`src/rtl/fsm_count_checker_sat_counter.sv`:
```
// Event counter that holds at all-ones instead of rolling over.
module sat_counter #(
    parameter int unsigned CNT_W = 8
) (
    input  logic             clk,
    input  logic             reset,
    input  logic             inc,
    output logic [CNT_W-1:0] q
);

    always_ff @(posedge clk) begin
        if (!reset) begin
            q <= '0;
        end else if (inc && (q != {CNT_W{1'b1}})) begin
            q <= q + CNT_W'(1);
        end
    end

endmodule

```
`config.mk`:
```
export PLATFORM = sky130hd
export DESIGN_NAME = sat_counter
export DESIGN_NICKNAME = d
export VERILOG_FILES = /design/src/rtl/fsm_count_checker_sat_counter.sv
export SDC_FILE = /design/constraint.sdc
export NUM_CORES = 1
export LEC_CHECK = 0
export ABC_AREA = 1
export ABC_CLOCK_PERIOD_IN_PS = 2450
export BUFFER_PORTS_ARGS = -buffer_cell sky130_fd_sc_hd__buf_2
export CAP_MARGIN = 20
export CORE_AREA = 2 2 39 41
export DETAILED_ROUTE_END_ITERATION = 8
export DIE_AREA = 0 0 41 43
export GPL_TIMING_DRIVEN = 0
export RECOVER_POWER = 50
export SLEW_MARGIN = 20
export SYNTH_ARGS = -nofsm -noshare
export SYNTH_HDL_FRONTEND = slang
export SYNTH_SLANG_ARGS = --single-unit
```
`constraint.sdc`:
```
create_clock -name clk -period 2.45 [get_ports clk]
set_input_delay 0.245 -clock clk [delete_from_list [all_inputs] [get_ports clk]]
set_output_delay 0.245 -clock clk [all_outputs]
set_load 0.01 [all_outputs]
```
==> After elaboration in Yosys (flattened, before gate mapping) <==
Cells that the tools add are included.
{ "totals": {"ff_bits": 8, "out_inout_bits": 8, "word_cells": 4} }
{ "classes": {"addsub": 1, "n_eq_ne": 1, "reduce_logical": 1} }
{ "ops": {"columns": ["operator", "n"], "rows": [
  ["$add A8 B1 Y8 const B", 1],
  ["$ne A8 B8 Y1 const B", 1],
  ["$logic_and A1 B1 Y1", 1]
]} }

==> Depth between registers and ports, before layout <==
Gate-level depths: netlist (run 1).
{ "logic_depth": {"ltp_word": 2, "ltp_mapped": 8, "depth_no_buf": 7} }

==> Least setup slack after synthesis (run 1) <==
Ideal clock, no wire load.
{ "synth_path": {"path_type": "reg-to-reg", "from": "reg q[0]", "to": "reg q[3]", "setup_time_ns": 0.115, "arrival_time_ns": 1.134, "required_time_ns": 2.335, "setup_slack_ns": 1.201, "stages_incl_launch_ff": 8, "n_path_buf": 1, "synth_period_minus_slack_ns": 1.249, "cell_sequence": "dfxtp_1 ha_1 nand3_2 inv_2 nand2_2 buf_6 a21oi_1 nor2_1"} }
{ "synth_via": {"elab_chain_len": 2} }
{ "synth_rtl": {"columns": ["item", "line", "rtl"], "rows": [
  ["start: declaration", "8", "output logic [CNT_W-1:0] q"],
  ["start signal: assignment", "15", "q <= q + CNT_W'(1);"],
  ["parallel branches: the longest is 2 deep, another holds $add A8 B1 Y8", null, null]
]} }
Several ways; the timed one is not identified.
A chain may end at the register's enable or synchronous reset.

==> Worst setup path after layout (run 1) <==
{ "layout_path": {"from": "reg q[0]", "to": "reg q[4]"} }
The elaborated chain is that of the path after synthesis.

==> impl_metrics.env, run 1 <==
export IMPL_place_ws_ns=1.161
export IMPL_syn_num_nets=80
export IMPL_top_regs="q (8)"
export IMPL_rsz0062_at_grt="no"
export IMPL_cts_buffers=3
export IMPL_fin_tns_setup_ns=0
export IMPL_antenna_found_initial=0
export IMPL_yosys_top_cells_count="nand2_1, nor2_1, inv_1"
export IMPL_syn_avg_cell_area_um2=6.536
export IMPL_synth_xor_area_share=0
export IMPL_finalWeightedCongestion=0.7906
export IMPL_initial_core_util=0.3590
export IMPL_ir_worst_vdd_mv=0.2186
export IMPL_worst_path_buf_inv=2
export IMPL_rows=14
export IMPL_synth_top_family_by_area="simple AND/OR/NAND/NOR gates"
export IMPL_placed_cell_area_um2=561.8
export IMPL_syn_area_um2=496.7
export IMPL_synth_compound_area_frac=0.06549
export IMPL_fin_nets=94
export IMPL_num_io_pins=11
export IMPL_clock_sinks=8
export IMPL_yosys_most_used_dff="dfxtp_1"
export IMPL_period_share=0.5442
export IMPL_synth_simple_gate_area_share=0.4383
export IMPL_crit_path_max_fanout=10
export IMPL_min_path_type="in2reg"
export IMPL_async_reset_ff_frac=0
export IMPL_drt_wl_total_um=999
export IMPL_crit_path_end_kind="register"
export IMPL_crit_slowest_cell="dfxtp_1"
export IMPL_maxCapViolCount=0
export IMPL_die_area_um2=1763
export IMPL_avgViaCountPerCell=4.635
export IMPL_hold_violations=0
export IMPL_holdWs_ns=0.2274
export IMPL_syn_to_final_growth_pct=15.62
export IMPL_yosys_warnings=0
export IMPL_synth_most_common_cell="nand2_1"
export IMPL_fin_util=0.4150
export IMPL_multiInputGateArea_um2=262.8
export IMPL_regMostFlops="q"
export IMPL_grt_overflow=0
export IMPL_synth_top_area_frac=0.3224
export IMPL_muxShareOfSynthArea=0
export IMPL_grt_pass1_vias=383
export IMPL_synth_edf_count=0
export IMPL_synth_cell_types=16
export IMPL_clk_pin_slew_worst_paths_ns=0.06
export IMPL_fin_ws_ns=1.117
export IMPL_power_total_mw=0.2649
export IMPL_final_min_clock_period_ns=1.333
export IMPL_p_leak_nw=0.2673
export IMPL_worst_slew_pin_slew_ns=0.2300
export IMPL_cp_start_kind="register"
export IMPL_dr_pass1_iters=4
export IMPL_stdcell_area_um2=574.3
export IMPL_port_buffers=9
export IMPL_insertion_delay_ns=0.25
export IMPL_setup_viol_count_final=0
export IMPL_yosysTopAreaCell="dfxtp_1"
export IMPL_cts_resized=0
export IMPL_slew_headroom=0.8464
export IMPL_synth_seq_area_share=0.3224
export IMPL_die_h_um=43
export IMPL_crit_type="reg2reg"
export IMPL_ys_seq_elements=8
export IMPL_nFillCells=156
export IMPL_finClkSkew_ns=0.005126
export IMPL_vias=482
export IMPL_grt_max_degree=11
export IMPL_seqCellArea_um2=160.2
export IMPL_coreArea_um2=1384
export IMPL_dp_hpwl_um=741.8
export IMPL_clockBufferDepth=2
export IMPL_synth_area_leaders="dfxtp_1, nand2_1, nor2_1"
export IMPL_required_ns=2.59
export IMPL_fin_cells=104
export IMPL_wl_per_cell_um=9.606
export IMPL_n_antenna_cell=0
export IMPL_drt_iter0_markers=12
export IMPL_fmax_ghz=0.7500
export IMPL_dieWidth_um=41
export IMPL_largest_reg_flops=8
export IMPL_postCtsSetupBuffers=0
export IMPL_cts_hold_repair_buffers=0
export IMPL_finalMaxSlewViolations=0
export IMPL_postRouteAntennaNets=0
export IMPL_synthAdderAreaFrac=0.02519
export IMPL_cts_tree="yes"
export IMPL_place_inst=101
export IMPL_crit_arrival_ns=1.48
export IMPL_htreeDepth=1
export IMPL_slowest_delay_ns=0.42
export IMPL_outcome="finished, final reports clean"
export IMPL_root_buffer="clkbuf_4"
export IMPL_grt_first_pass_wirelength_um=1566
export IMPL_crit_family="flip-flops"
export IMPL_syn_inst=76
export IMPL_crit_chain="ha_1, nand3_2, inv_2, nand2_2, buf_6, a21oi_1, nor2_1"
export IMPL_drcViolationCount=0
export IMPL_layout_drive_gt1_share=0.1477
export IMPL_power_density_nw_per_um2=461.3
export IMPL_grt_usage=0.1357
## tightest hold or removal path: stages
cell and delay [ns]:
buf_12 0.11, nand2_1 0.06, nor2_1 0.03
## path summary, 6_finish.rpt
check | from | endpoint | slack (ns) | cells after the start
max | q[0] | q[4] | 1.12 | 7
min | reset | q[0] | 0.23 | 3
max reg2reg | q[0] | q[4] | 1.12 | 7
min reg2reg | q[6] | q[6] | 0.47 | 2
## metal layers
layer | share of wire | wire length (um) | global-route usage
met5 | 0 | 0 | 0
met4 | 0.019 | 19 | 0.1000
met3 | 0.031 | 31 | 0.04712
met2 | 0.45 | 446 | 0.1750
met1 | 0.50 | 501 | 0.1774
## cells in the final DEF (no fill, tap or decap), drive strengths merged
cell / n
a21oi: 5
nand3: 10
buf: 4
a21o: 1
nand2: 20
nand3b: 2
nor2: 16
clkbuf: 11
dfxtp: 8
inv: 10
ha: 1
## final cells by class
class	count	area share
Multi-Input combinational cell	55	0.4575
Buffer	3	0.06318
Sequential cell	8	0.2789
Tap cell	16	0.03486
Inverter	10	0.06536
Timing Repair Buffer	9	0.06100
Clock buffer	3	0.03922
## power by group
group          internal [mW]  switching, mW  total (mW)
combinational         0.0117         0.0129      0.0246
clock                 0.0562         0.0461       0.102
sequential             0.133        0.00468       0.138
## cells by family after synthesis
group           Yosys count
simple gates             48
flops                     8
compound gates            6
buf+inv                  13
fa+ha+maj                 1
No activity file was read; power rests on OpenSTA's default activity.
==> run 2: changes to the inputs <==
ABC_CLOCK_PERIOD_IN_PS = 1100   (was 2450)
clock period = 1.1 ns   (was 2.45 ns; I/O delays follow)
==> run 2 against run 1 <==
Against the previous run:
- the run now ends with negative setup slack left
- total power grew 150%
- setup slack got worse by 1.2 ns
- flip-flop and latch count unchanged
- combinational power grew to 3.2 times the previous value
- sequential share of layout area down 2.8 points
- critical path type unchanged
- largest cell class unchanged
==> impl_metrics.env, run 2 (same netlist as run 1, synthesis figures left out) <==
export IMPL_drt_wl_total_um=1136
export IMPL_drt_iter0_markers=9
export IMPL_dr_pass1_iters=4
export IMPL_dp_hpwl_um=729.1
export IMPL_violations="negative setup slack"
export IMPL_grt_usage=0.1552
export IMPL_crit_type="reg2reg"
export IMPL_clockBufferDepth=2
export IMPL_root_buffer="clkbuf_4"
export IMPL_port_buffers=9
export IMPL_fin_nets=99
export IMPL_syn_to_final_growth_pct=36.78
export IMPL_outcome="finished, violations left"
export IMPL_place_inst=101
export IMPL_grt_first_pass_wirelength_um=1814
export IMPL_htreeDepth=1
export IMPL_layout_drive_gt1_share=0.3830
export IMPL_fin_cells=110
export IMPL_power_density_nw_per_um2=962.1
export IMPL_fin_ws_ns=-0.04869
export IMPL_avgViaCountPerCell=4.645
export IMPL_required_ns=1.25
export IMPL_grt_pass1_vias=447
export IMPL_slowest_delay_ns=0.38
export IMPL_worst_path_buf_inv=2
export IMPL_cts_buffers=3
export IMPL_die_h_um=43
export IMPL_n_antenna_cell=0
export IMPL_clock_sinks=8
export IMPL_holdWs_ns=0.06908
export IMPL_top_regs="q (8)"
export IMPL_cts_hold_repair_buffers=0
export IMPL_crit_path_max_fanout=5
export IMPL_rsz0062_at_grt="yes"
export IMPL_grt_max_degree=11
export IMPL_nFillCells=150
export IMPL_postRouteAntennaNets=0
export IMPL_cts_tree="yes"
export IMPL_initial_core_util=0.3590
export IMPL_final_cell_mix="nand2_1, nor2_1, inv_1, buf_2, nand3_1"
export IMPL_finalWeightedCongestion=0.7478
export IMPL_period_share=1.044
export IMPL_regMostFlops="q"
export IMPL_final_common_cell="nand2_1"
export IMPL_crit_slowest_cell="dfxtp_4"
export IMPL_coreArea_um2=1384
export IMPL_rows=14
export IMPL_cp_start_kind="register"
export IMPL_maxCapViolCount=0
export IMPL_wl_per_cell_um=10.33
export IMPL_largest_reg_flops=8
export IMPL_seqCellArea_um2=170.2
export IMPL_slew_headroom=0.8475
export IMPL_crit_chain="ha_4, nand3_2, inv_2, nand2_4, buf_6, a21oi_2, nor2_1"
export IMPL_num_io_pins=11
export IMPL_dieWidth_um=41
export IMPL_worst_slew_pin_slew_ns=0.2287
export IMPL_grt_overflow=0
export IMPL_finClkSkew_ns=0.01196
export IMPL_placed_cell_area_um2=581.8
export IMPL_vias=511
export IMPL_crit_path_end_kind="register"
export IMPL_crit_family="flip-flops"
export IMPL_multiInputGateArea_um2=305.3
export IMPL_antenna_found_initial=0
export IMPL_insertion_delay_ns=0.27
export IMPL_hold_violations=0
export IMPL_p_leak_nw=0.3381
export IMPL_die_area_um2=1763
export IMPL_drcViolationCount=0
export IMPL_min_path_type="in2reg"
export IMPL_finalMaxSlewViolations=0
export IMPL_final_min_clock_period_ns=1.149
export IMPL_place_ws_ns=-0.03332
export IMPL_stdcell_area_um2=679.4
export IMPL_ir_worst_vdd_mv=0.4382
export IMPL_setup_viol_count_final=7
export IMPL_fmax_ghz=0.8706
export IMPL_clk_pin_slew_worst_paths_ns=0.07
export IMPL_crit_arrival_ns=1.30
-- run 2: layout make-up --
class / instances / share of cell area
timing repair buffer: 14 / 0.1234
buffer: 3 / 0.05341
tap: 16 / 0.02947
sequential: 8 / 0.2505
multi-input combinational: 55 / 0.4494
inverter: 10 / 0.05525
clock buffer: 4 / 0.03867
-- run 2: final timing paths --
check | startpoint | end | cells past startpoint | slack [ns]
worst min register to register | q[6] | q[6] | 2 | 0.48
worst max register to register | q[1] | q[4] | 7 | -0.05
worst max-delay path | q[1] | q[4] | 7 | -0.05
worst min-delay path | reset | q[2] | 3 | 0.07
-- run 2: stage by stage --
stage	TNS (ns)	power (mW)	utilization
floorplan	0	0.3567	-
global placement	-0.1541	0.3749	0.4204
detailed placement	-0.1543	0.3753	0.4204
CTS	-0.1480	0.6503	0.4720
global route	-0.7117	0.6778	0.4910
finish	-0.2356	0.6536	0.4910
-- run 2: worst register-to-register path: stages (launching register included) --
cell and delay, ns:
dfxtp_4 0.38, ha_4 0.15, nand3_2 0.09, inv_2 0.08, nand2_4 0.05, buf_6 0.13, a21oi_2 0.10, nor2_1 0.05
-- run 2: repair_timing --
item                                    CTS  global route
resized for setup                         6             6
buffers inserted                          3             1
gates cloned                              1             0
pin swaps                                 2             3
endpoints found under the setup margin    7             8
-- run 2: per-layer routing --
layer / track usage / share of wire / vias up
li1: - / - / 274
met1: 0.1954 / 0.49 / 225
met2: 0.2281 / 0.46 / 8
met3: 0.03141 / 0.027 / 4
met4: 0.1000 / 0.018 / 0
met5: 0 / 0 / -
-- run 2: power breakdown --
group / switching, mW / internal, mW / total, mW
registers: 0.0104 / 0.296 / 0.307
clock network: 0.127 / 0.140 / 0.267
logic: 0.0371 / 0.0426 / 0.0797
==> run 3: changes to the inputs <==
CTS_CLUSTER_SIZE = 14   (was unset)
SKIP_LAST_GASP = 1   (was unset)
==> run 3 against run 2 <==
Against the previous run:
- largest power group unchanged
- via count unchanged
- combinational power about the same
- total power unchanged
- the flow still finishes with violations (negative setup slack)
- clock skew unchanged
- cell count unchanged
- wire length unchanged
- count of clock-buffer cells in the layout unchanged
- sequential power about the same
- final area unchanged
==> impl_metrics.env, run 3 (same netlist as run 1, synthesis figures left out) <==
export IMPL_cts_tree="yes"
export IMPL_clk_pin_slew_worst_paths_ns=0.07
export IMPL_min_path_type="in2reg"
export IMPL_hold_violations=0
export IMPL_comb_power_share=0.122
export IMPL_root_buffer="clkbuf_4"
export IMPL_p_leak_nw=0.3381
export IMPL_clkPwrFrac=0.409
export IMPL_n_antenna_cell=0
export IMPL_power_density_nw_per_um2=962.1
export IMPL_num_io_pins=11
export IMPL_switching_share=0.2673
export IMPL_fin_nets=99
export IMPL_vias=511
export IMPL_regMostFlops="q"
export IMPL_largest_reg_flops=8
export IMPL_grt_first_pass_wirelength_um=1814
export IMPL_setup_viol_count_final=7
export IMPL_postRouteAntennaNets=0
export IMPL_final_cell_mix="nand2_1, nor2_1, inv_1, buf_2, nand3_1"
export IMPL_insertion_delay_ns=0.27
export IMPL_crit_arrival_ns=1.30
export IMPL_layout_drive_gt1_share=0.3830
export IMPL_period_share=1.044
export IMPL_clock_sinks=8
export IMPL_clockBufferDepth=2
export IMPL_rsz0062_at_grt="yes"
export IMPL_maxCapViolCount=0
export IMPL_p_sw_mw=0.1747
export IMPL_grt_max_degree=11
export IMPL_rows=14
export IMPL_cts_buffers=3
export IMPL_place_inst=101
export IMPL_outcome="finished, violations left"
export IMPL_top_regs="q (8)"
export IMPL_stdcell_area_um2=679.4
export IMPL_fin_cells=110
export IMPL_slew_headroom=0.8475
export IMPL_drt_iter0_markers=9
export IMPL_dr_pass1_iters=4
export IMPL_cp_start_kind="register"
export IMPL_cts_hold_repair_buffers=0
export IMPL_avgViaCountPerCell=4.645
export IMPL_finalMaxSlewViolations=0
export IMPL_required_ns=1.25
export IMPL_violations="negative setup slack"
export IMPL_finClkSkew_ns=0.01196
export IMPL_dp_hpwl_um=729.1
export IMPL_wl_per_cell_um=10.33
export IMPL_die_area_um2=1763
export IMPL_port_buffers=9
export IMPL_antenna_found_initial=0
export IMPL_crit_path_max_fanout=5
export IMPL_syn_to_final_growth_pct=36.78
export IMPL_htreeDepth=1
export IMPL_coreArea_um2=1384
export IMPL_p_int_mw=0.4789
export IMPL_grt_usage=0.1552
export IMPL_final_min_clock_period_ns=1.149
export IMPL_final_common_cell="nand2_1"
export IMPL_crit_type="reg2reg"
export IMPL_pwr_share_seq=0.469
export IMPL_die_h_um=43
export IMPL_finalWeightedCongestion=0.7478
export IMPL_dieWidth_um=41
export IMPL_drt_wl_total_um=1136
export IMPL_drcViolationCount=0
export IMPL_nFillCells=150
export IMPL_ir_worst_vdd_mv=0.4382
export IMPL_placed_cell_area_um2=581.8
export IMPL_grt_pass1_vias=450
export IMPL_initial_core_util=0.3590
export IMPL_fin_ws_ns=-0.04869
export IMPL_grt_overflow=0
export IMPL_crit_path_end_kind="register"
export IMPL_fmax_ghz=0.8706
export IMPL_worst_slew_pin_slew_ns=0.2287
[run 3: cell counts in the layout (fill, tap and decap cells not counted)]
Identical to the previous run, type by type.
[run 3: timing repair]
| action | in CTS | in global routing |
|---|---|---|
| gates resized for setup | 6 | 6 |
| setup endpoints to repair | 7 | 8 |
| cloned | 1 | 0 |
| setup buffers | 3 | 1 |
| pin swaps | 2 | 3 |
[run 3: worst max-delay path, stage by stage, from the launching register on]
cell and delay, ns:
dfxtp_4 0.38, ha_4 0.15, nand3_2 0.09, inv_2 0.08
nand2_4 0.05, buf_6 0.13, a21oi_2 0.10, nor2_1 0.05
[run 3: final timing paths]
kind | startpoint | endpoint | slack [ns] | cells past startpoint
max | q[1] | q[4] | -0.05 | 7
min | reset | q[2] | 0.07 | 3
max reg2reg | q[1] | q[4] | -0.05 | 7
min reg2reg | q[6] | q[6] | 0.48 | 2
[run 3: power by group through the flow]
| stage | Sequential [mW] | Combinational [mW] | Clock (mW) |
|---|---|---|---|
| CTS | 0.306 | 0.0768 | 0.267 |
| global placement | 0.316 | 0.0591 | 0 |
| floorplan | 0.318 | 0.0390 | 0 |
| finish | 0.307 | 0.0797 | 0.267 |
| global route | 0.308 | 0.0900 | 0.280 |
| detailed placement | 0.316 | 0.0597 | 0 |
[run 3: through the flow]
step,util,setup TNS [ns],setup slack [ns],hold slack [ns],power [mW]
detailed placement,0.4204,-0.1543,-0.03332,0.3489,0.3753
CTS,0.4720,-0.1480,-0.03203,0.07067,0.6503
global placement,0.4204,-0.1541,-0.03493,0.3487,0.3749
floorplan,-,0,0.001667,0.3279,0.3567
global route,0.4910,-0.7117,-0.1040,0.07756,0.6778
finish,0.4910,-0.2356,-0.04869,0.06908,0.6536
[run 3: area by class of cell]
| class | count | area [um2] | area share |
|---|---|---|---|
| inverters | 10 | 37.54 | 0.05525 |
| repair buffers | 14 | 83.83 | 0.1234 |
| clock buffers | 4 | 26.28 | 0.03867 |
| plain buffers | 3 | 36.28 | 0.05341 |
| multi-input cells | 55 | 305.3 | 0.4494 |
| flip-flops and latches | 8 | 170.2 | 0.2505 |
| well taps | 16 | 20.02 | 0.02947 |
[run 3: metal layers]
metal	track usage	part of all wire	vias up
met3	0.03141	0.027	4
met1	0.1954	0.49	225
met5	0	0	-
met2	0.2281	0.46	8
met4	0.1000	0.018	0
li1	-	-	274
